<file path="config.mk">
export PLATFORM = sky130hd
export DESIGN_NAME = lsu_ctrl
export DESIGN_NICKNAME = d
export VERILOG_FILES = /design/src/rtl/lsu_ctrl.sv
export SDC_FILE = /design/constraint.sdc
export NUM_CORES = 1
export LEC_CHECK = 0
export ABC_CLOCK_PERIOD_IN_PS = 1980
export BUFFER_PORTS_ARGS = -buffer_cell sky130_fd_sc_hd__buf_2
export CAP_MARGIN = 5
export CORE_AREA = 8 8 120 122
export CTS_CLUSTER_SIZE = 14
export DETAILED_ROUTE_END_ITERATION = 8
export DIE_AREA = 0 0 128 130
export GPL_ROUTABILITY_DRIVEN = 0
export PLACE_DENSITY = 0.8
export SLEW_MARGIN = 20
export SYNTH_ARGS = -nofsm -noshare
export SYNTH_HDL_FRONTEND = slang
export SYNTH_SLANG_ARGS = --single-unit
</file>
<file path="constraint.sdc">
create_clock -name clk -period 1.98 [get_ports clk]
set_input_delay 0.297 -clock clk [delete_from_list [all_inputs] [get_ports clk]]
set_output_delay 0.297 -clock clk [all_outputs]
set_load 0.03 [all_outputs]
</file>
<file path="src/rtl/lsu_ctrl.sv">
// Load/store unit controller: checks size/alignment of the MW-stage access, issues one
// bus transaction per legal access, waits for mem_ack with a timeout, and extends load data.
module lsu_ctrl #(
  parameter int unsigned TIMEOUT = 16
) (
  input  logic        clk,
  input  logic        reset,
  input  logic        rd_en_MW,
  input  logic        wr_en_MW,
  input  logic [2:0]  size_MW,
  input  logic [31:0] addr_MW,
  input  logic [31:0] wdata_MW,
  output logic        mem_req,
  output logic        mem_we,
  output logic [31:0] mem_addr,
  output logic [3:0]  mem_be,
  output logic [31:0] mem_wdata,
  input  logic        mem_ack,
  input  logic [31:0] mem_rdata,
  output logic        stall,
  output logic [31:0] load_data,
  output logic        misalign,
  output logic        bus_err
);

  typedef enum logic [1:0] {IDLE, BUSY, DONE} state_t;

  state_t      state;
  logic [7:0]  wait_cnt;
  logic [2:0]  size_q;
  logic [1:0]  lo_q;

  logic        size_ok;
  logic        aligned;
  logic        legal;
  logic [3:0]  be_c;
  logic [31:0] wdata_c;
  logic [7:0]  byte_sel;
  logic [15:0] half_sel;
  logic [31:0] load_ext;

  // NOTE: every signal gets a default before the case so no path leaves it unassigned (no latches).
  always_comb begin
    size_ok = 1'b0;
    aligned = 1'b0;
    be_c    = 4'b0000;
    wdata_c = wdata_MW;
    case (size_MW)
      3'b000, 3'b100: begin
        size_ok = (size_MW[2] == 1'b0) || !wr_en_MW;
        aligned = 1'b1;
        be_c    = 4'b0001 << addr_MW[1:0];
        wdata_c = {4{wdata_MW[7:0]}};
      end
      3'b001, 3'b101: begin
        size_ok = (size_MW[2] == 1'b0) || !wr_en_MW;
        aligned = !addr_MW[0];
        be_c    = 4'b0011 << {addr_MW[1], 1'b0};
        wdata_c = {2{wdata_MW[15:0]}};
      end
      3'b010: begin
        size_ok = 1'b1;
        aligned = (addr_MW[1:0] == 2'b00);
        be_c    = 4'b1111;
        wdata_c = wdata_MW;
      end
      default: size_ok = 1'b0;
    endcase
    legal = (rd_en_MW ^ wr_en_MW) && size_ok && aligned;
  end

  // Reset gates these so the pipeline is never frozen or trapped while held in reset.
  assign misalign = reset && (state == IDLE) && (rd_en_MW || wr_en_MW) && !legal;
  assign stall    = reset && (((state == IDLE) && legal) || (state == BUSY));

  always_comb begin
    case (lo_q)
      2'd1:    byte_sel = mem_rdata[15:8];
      2'd2:    byte_sel = mem_rdata[23:16];
      2'd3:    byte_sel = mem_rdata[31:24];
      default: byte_sel = mem_rdata[7:0];
    endcase
    half_sel = lo_q[1] ? mem_rdata[31:16] : mem_rdata[15:0];
    case (size_q)
      3'b000:  load_ext = {{24{byte_sel[7]}}, byte_sel};
      3'b100:  load_ext = {24'h0, byte_sel};
      3'b001:  load_ext = {{16{half_sel[15]}}, half_sel};
      3'b101:  load_ext = {16'h0, half_sel};
      default: load_ext = mem_rdata;
    endcase
  end

  // NOTE: sequential state uses non-blocking assignments so all registers update from pre-edge values.
  always_ff @(posedge clk or negedge reset) begin
    if (!reset) begin
      state     <= IDLE;
      wait_cnt  <= 8'd0;
      size_q    <= 3'b000;
      lo_q      <= 2'b00;
      mem_req   <= 1'b0;
      mem_we    <= 1'b0;
      mem_addr  <= 32'h0;
      mem_be    <= 4'b0000;
      mem_wdata <= 32'h0;
      load_data <= 32'h0;
      bus_err   <= 1'b0;
    end else begin
      bus_err <= 1'b0;
      case (state)
        IDLE: begin
          if (legal) begin
            state     <= BUSY;
            wait_cnt  <= 8'd0;
            mem_req   <= 1'b1;
            mem_we    <= wr_en_MW;
            mem_addr  <= {addr_MW[31:2], 2'b00};
            mem_be    <= be_c;
            mem_wdata <= wdata_c;
            size_q    <= size_MW;
            lo_q      <= addr_MW[1:0];
          end
        end
        BUSY: begin
          if (mem_ack) begin
            state   <= DONE;
            mem_req <= 1'b0;
            if (!mem_we) load_data <= load_ext;
          end else if (wait_cnt == 8'(TIMEOUT - 1)) begin
            state   <= DONE;
            mem_req <= 1'b0;
            bus_err <= 1'b1;
          end else begin
            wait_cnt <= wait_cnt + 8'd1;
          end
        end
        DONE:    state <= IDLE;
        default: state <= IDLE;
      endcase
    end
  end

endmodule
</file>
-- After elaboration in Yosys (flattened, before gate mapping)
Index checks and enable logic that the tools add are counted.
- $add $sub $neg: 1
- eq/ne operators: 16
- shift operators: 2
- muxes and demuxes: 22
- bitwise logic cells: 3
- reductions and logical operators: 26
- operators by type and width (cell ; number):
    32-bit case mux with 4 select lines ; 1
    32-bit case mux with 2 select lines ; 1
    8-bit 2-to-1 mux ; 3
    8-bit case mux with 3 select lines ; 1
    16-bit 2-to-1 mux ; 1
    8-bit case mux with 2 select lines ; 1
    3-bit equality test, second input constant ; 4
    4-bit case mux with 3 select lines ; 1
    8-bit by 1-bit adder with 8-bit output, second input constant ; 1
    8-bit by 4-bit equality test with 1-bit output, second input constant ; 1
    1-bit logical AND ; 7
    3-bit by 1-bit equality test with 1-bit output, second input constant ; 2
    3-bit zero test ; 2
    1-bit 2-to-1 mux ; 6
    2-bit 2-to-1 mux ; 3
    2-bit != test, second input constant ; 3
    3-bit AND reduction ; 2
    2-bit by 1-bit equality test with 1-bit output, second input constant ; 2
    2-bit equality test, second input constant ; 2
    2-bit zero test ; 2
    1-bit case mux with 2 select lines ; 2
    2-bit case mux with 2 select lines ; 1
    2-bit AND reduction ; 2
    4-bit AND reduction ; 1
    12 further kinds ; 18
- flip-flop bits (word level): 116
- bits of input ports: 104
- output and inout bits: 105
- word-level logic and storage cells: 81

-- Logic depth before layout (Yosys ltp)
- depth after elaboration: 8
- depth in mapped cells: 7
- depth with buffers taken out: 5

-- Least setup slack after synthesis
Ideal clock, no wire load.
- path type: input to output
- start point: input port size_MW[0]
- end point: output port misalign
- arrival time: 2.084 ns
- required time: 1.683 ns
- setup slack: -0.401 ns
- cell stages on the path: 5
- path buffers: 2
- cell sequence: buf_6 > a21oi_1 > o221ai_2 > clkbuf_1 > nor4bb_1
- word-level cells in the longest chain between the ends: 7
- elaborated cells on any way between the ends: 14
- those cells by class: 4 x eq/ne; 2 x mux; 8 x reduce/logical
- RTL lines (element ; RTL line ; text):
    from (decl) ; 10 ; input logic [2:0] size_MW,
    3-bit by 1-bit equality test with 1-bit output (tied with other cells) ; 48 ; case (size_MW)
    4-bit OR reduction (no source line) ; n/a ;
    1-bit case mux with 2 select lines ; 48 ;
    1-bit logical AND ; 69 ; legal = (rd_en_MW ^ wr_en_MW) && size_ok && aligned;
    1-bit logical AND (*) ; 69 ;
    1-bit zero test (*) ; 73 ; assign misalign = reset && (state == IDLE) && (rd_en_MW || wr_en_MW) && !legal;
    1-bit logical AND (*) ; 73 ;
    to (decl) ; 22 ; output logic misalign,
Every way passes the cells marked *; elsewhere a longest branch is shown, timed or not.

-- Final worst setup path
- start point: register wait_cnt[5]
- end point: register wait_cnt[2]
- word-level cells in the longest chain between the ends: 3
- RTL lines (element ; RTL line ; text):
    from (decl) ; 29 ; logic [7:0] wait_cnt;
    from (signal assigned) ; 133 ; wait_cnt <= wait_cnt + 8'd1;
    8-bit by 4-bit equality test with 1-bit output ; 128 ; end else if (wait_cnt == 8'(TIMEOUT - 1)) begin
    2-bit != test (no source line) ; n/a ;
    4-bit AND reduction (no source line) ; n/a ;
Every way passes these cells.
A chain may end at the register's enable or synchronous reset.

==> metrics <==
most common cell after layout, fill and taps aside buf_2; Max Fanout on Critical Path 13; Vias 4811; Core ar. 12400 um2; GRT overflow 0; Post-Syn Area 5390 um2; Worst-Margin Slew 0.517 ns; H-tree Lvls 4; VDD IR max 0.000959 V; WP data arrival 2.23 ns; Pwr per Cell Area 1590 nW/um2; total power 11700 uW; Diodes inserted 0; most area-hungry cell type in the Yosys netlist dfrtp_1; DP Cell Count 851; IO Count 209; drt pass-1 iters 4; fin cells 883; number of global-route vias before repair 5217; Reg-to-Reg Start wait_cnt[5]; final wirelength 16400 um; most frequent cells in the layout buf_2 (203), dfrtp_1 (116), mux2_2 (52); Min-Delay Path Class input port to flop; final hold violation count 0; leakage power 0.00354 uW; hold wc startpoint addr_MW[10]; CP endpoint kind flop; warnings from Yosys 0; Rows 41; Worst-Skew Late Latency 0.41 ns; fmax 523 MHz; Post-DRT Antenna Nets 0; first-pass GRT wire length 26200 um; final worst hold slack 0.121 ns; RSZ-0062 raised after global routing true; Fillers 1053; CTS Buffer Depth 2; skew final 0.00914 ns; Finished Core Util 59.2%; antenna violations before repair 2; hold path depth 2; Main synth FF type dfrtp_1; r2r setup slk 0.07 ns; crit path kind flop to flop; Max Slew Vio Count 0; final setup fails 0; dpl hpwl 12300 um; top cells by area, synth dfrtp_1 (54%), mux2_2 (11%), mux2i_1 (5.6%); Syn-to-layout area delta 36.3%; reg-to-reg endpoint wait_cnt[2]; Root Buffer clkbuf_16; Slew headroom 65.2%; vias per cell 5.45; CTS tree yes; library cells used by synthesis 51; Max-Cap Viols 0; Post-synth ARST share 100%; Sink Count 116; Startpoint Class flop; sequential share of the synthesized area 53.8%; worst path required time 2.30 ns; routed length per placed instance 18.6 um; Yosys reg bits 116; endpoint of the worst hold path mem_addr[10]; min cycle time layout 1.91 ns; die width 128 um; Register-to-Register Path Depth 5; Num CTS Buffers 17; nets 806; largest net degree at the start of global routing 38; CTS clock-pin slew for the worst setup and hold paths 0.05 ns; GRT Util Overall 20.0%; DRC viols 0; number of DRC markers in iteration 0 395; layout cells sized above 1 45.1%; Die ar. 16600 um2; top cell type's share of synthesized area 53.8%; Avg Cell Area, Syn 11.2 um2; final period utilization 96.6%; Initial Util 43.4%; Mapped Cells 483; status complete, no violations; port bufs 206; Setup TNS 0 ns; die height 130 um; Post-synth EDFFs 0
[kinds of logic (layout without fill, tap and decap cells)]
kind of cell | after synthesis | count (layout) | share of synthesized area (%)
buf+inv | 44 | 271 | 3.76
xor+xnor | 2 | 2 | 0.325
compound gates | 131 | 131 | 15.3
fa+ha+maj | 2 | 2 | 0.464
other cells | 1 | 2 | 0.0696
flops | 116 | 116 | 53.8
mux | 83 | 83 | 16.8
simple gates | 104 | 104 | 9.35
[worst max-delay path, cell delays in order (launching register included)]
cell	delay, ns
dfrtp_1	0.42
or4_1	0.57
o21ai_1	0.23
buf_12	0.16
o21ai_0	0.20
o21ai_1	0.23
[state kept, by name, indices dropped and copies added (netlist names)]
register	count
load_data	32
mem_wdata	32
mem_addr	30
wait_cnt	8
mem_be	4
size_q	3
lo_q	2
state	2
bus_err	1
mem_req	1
mem_we	1
[power breakdown]
group | switching (uW) | internal, uW | leakage, uW
registers | 587 | 3310 | 0.00141
clock network | 1010 | 2000 | 0.000286
logic | 3180 | 1600 | 0.00184
[Yosys cell counts, types with 2 or more instances]
cell type	instances
a21o_1	2
a21oi_1	41
a221o_1	7
a221oi_1	9
a22o_1	7
a31o_2	3
buf_2	6
buf_4	2
buf_6	3
clkbuf_1	24
dfrtp_1	116
ha_1	2
inv_1	7
mux2_2	52
mux2i_1	30
nand2_1	32
nand3_1	4
nor2_1	39
nor2b_1	5
nor3b_1	2
nor4_1	7
o211ai_1	7
o21a_1	2
o21ai_0	39
o22ai_1	4
o31ai_1	4
or3_1	2
xnor2_1	2
[repair_timing]
item / in CTS / in global routing
gates cloned: 0 / 0
hold buffers: 1 / 0
hold endpoints to repair: 16 / 0
setup buffers: 0 / 1
pin swaps: 1 / 2
gates resized for setup: 2 / 4
setup endpoints to repair: 2 / 3
[metal layers]
layer	up-vias	track usage [%]	wire, um
met5	-	0	27
met4	4	9.23	284
met3	32	7.43	1500
met2	247	33.3	8210
met1	2336	22.6	6390
li1	2192	-	-
[through the flow]
stage,worst slack (ns),instance area [um2]
2_1_floorplan,0.0135,5410
3_3_place_gp,0.111,6740
3_5_place_dp,0.0210,6740
4_1_cts,0.0127,7340
5_1_grt,-0.0164,7350
6_report,0.0673,7350
[layout make-up]
| type | count | area, um2 | area share (%) |
|---|---|---|---|
| Clock buffer | 26 | 509 | 6.93 |
| Clock inverter | 4 | 70.1 | 0.953 |
| Inverter | 8 | 30.0 | 0.409 |
| Multi-Input combinational cell | 324 | 2310 | 31.5 |
| Sequential cell | 116 | 2900 | 39.5 |
| Tap cell | 172 | 215 | 2.93 |
| Timing Repair Buffer | 233 | 1310 | 17.8 |
[worst max-delay path by stage]
stage / from / cells after the start / end / slack (ns)
floorplan: size_MW[0] / 6 / stall / 0.01
global placement: size_MW[0] / 6 / mem_wdata[27] / 0.11
detailed placement: size_MW[0] / 6 / mem_wdata[30] / 0.02
CTS: state[1] / 3 / misalign / 0.01
global route: wait_cnt[5] / 5 / wait_cnt[2] / -0.02
finish: wait_cnt[5] / 5 / wait_cnt[2] / 0.07
No activity file was read; power rests on OpenSTA's default activity.
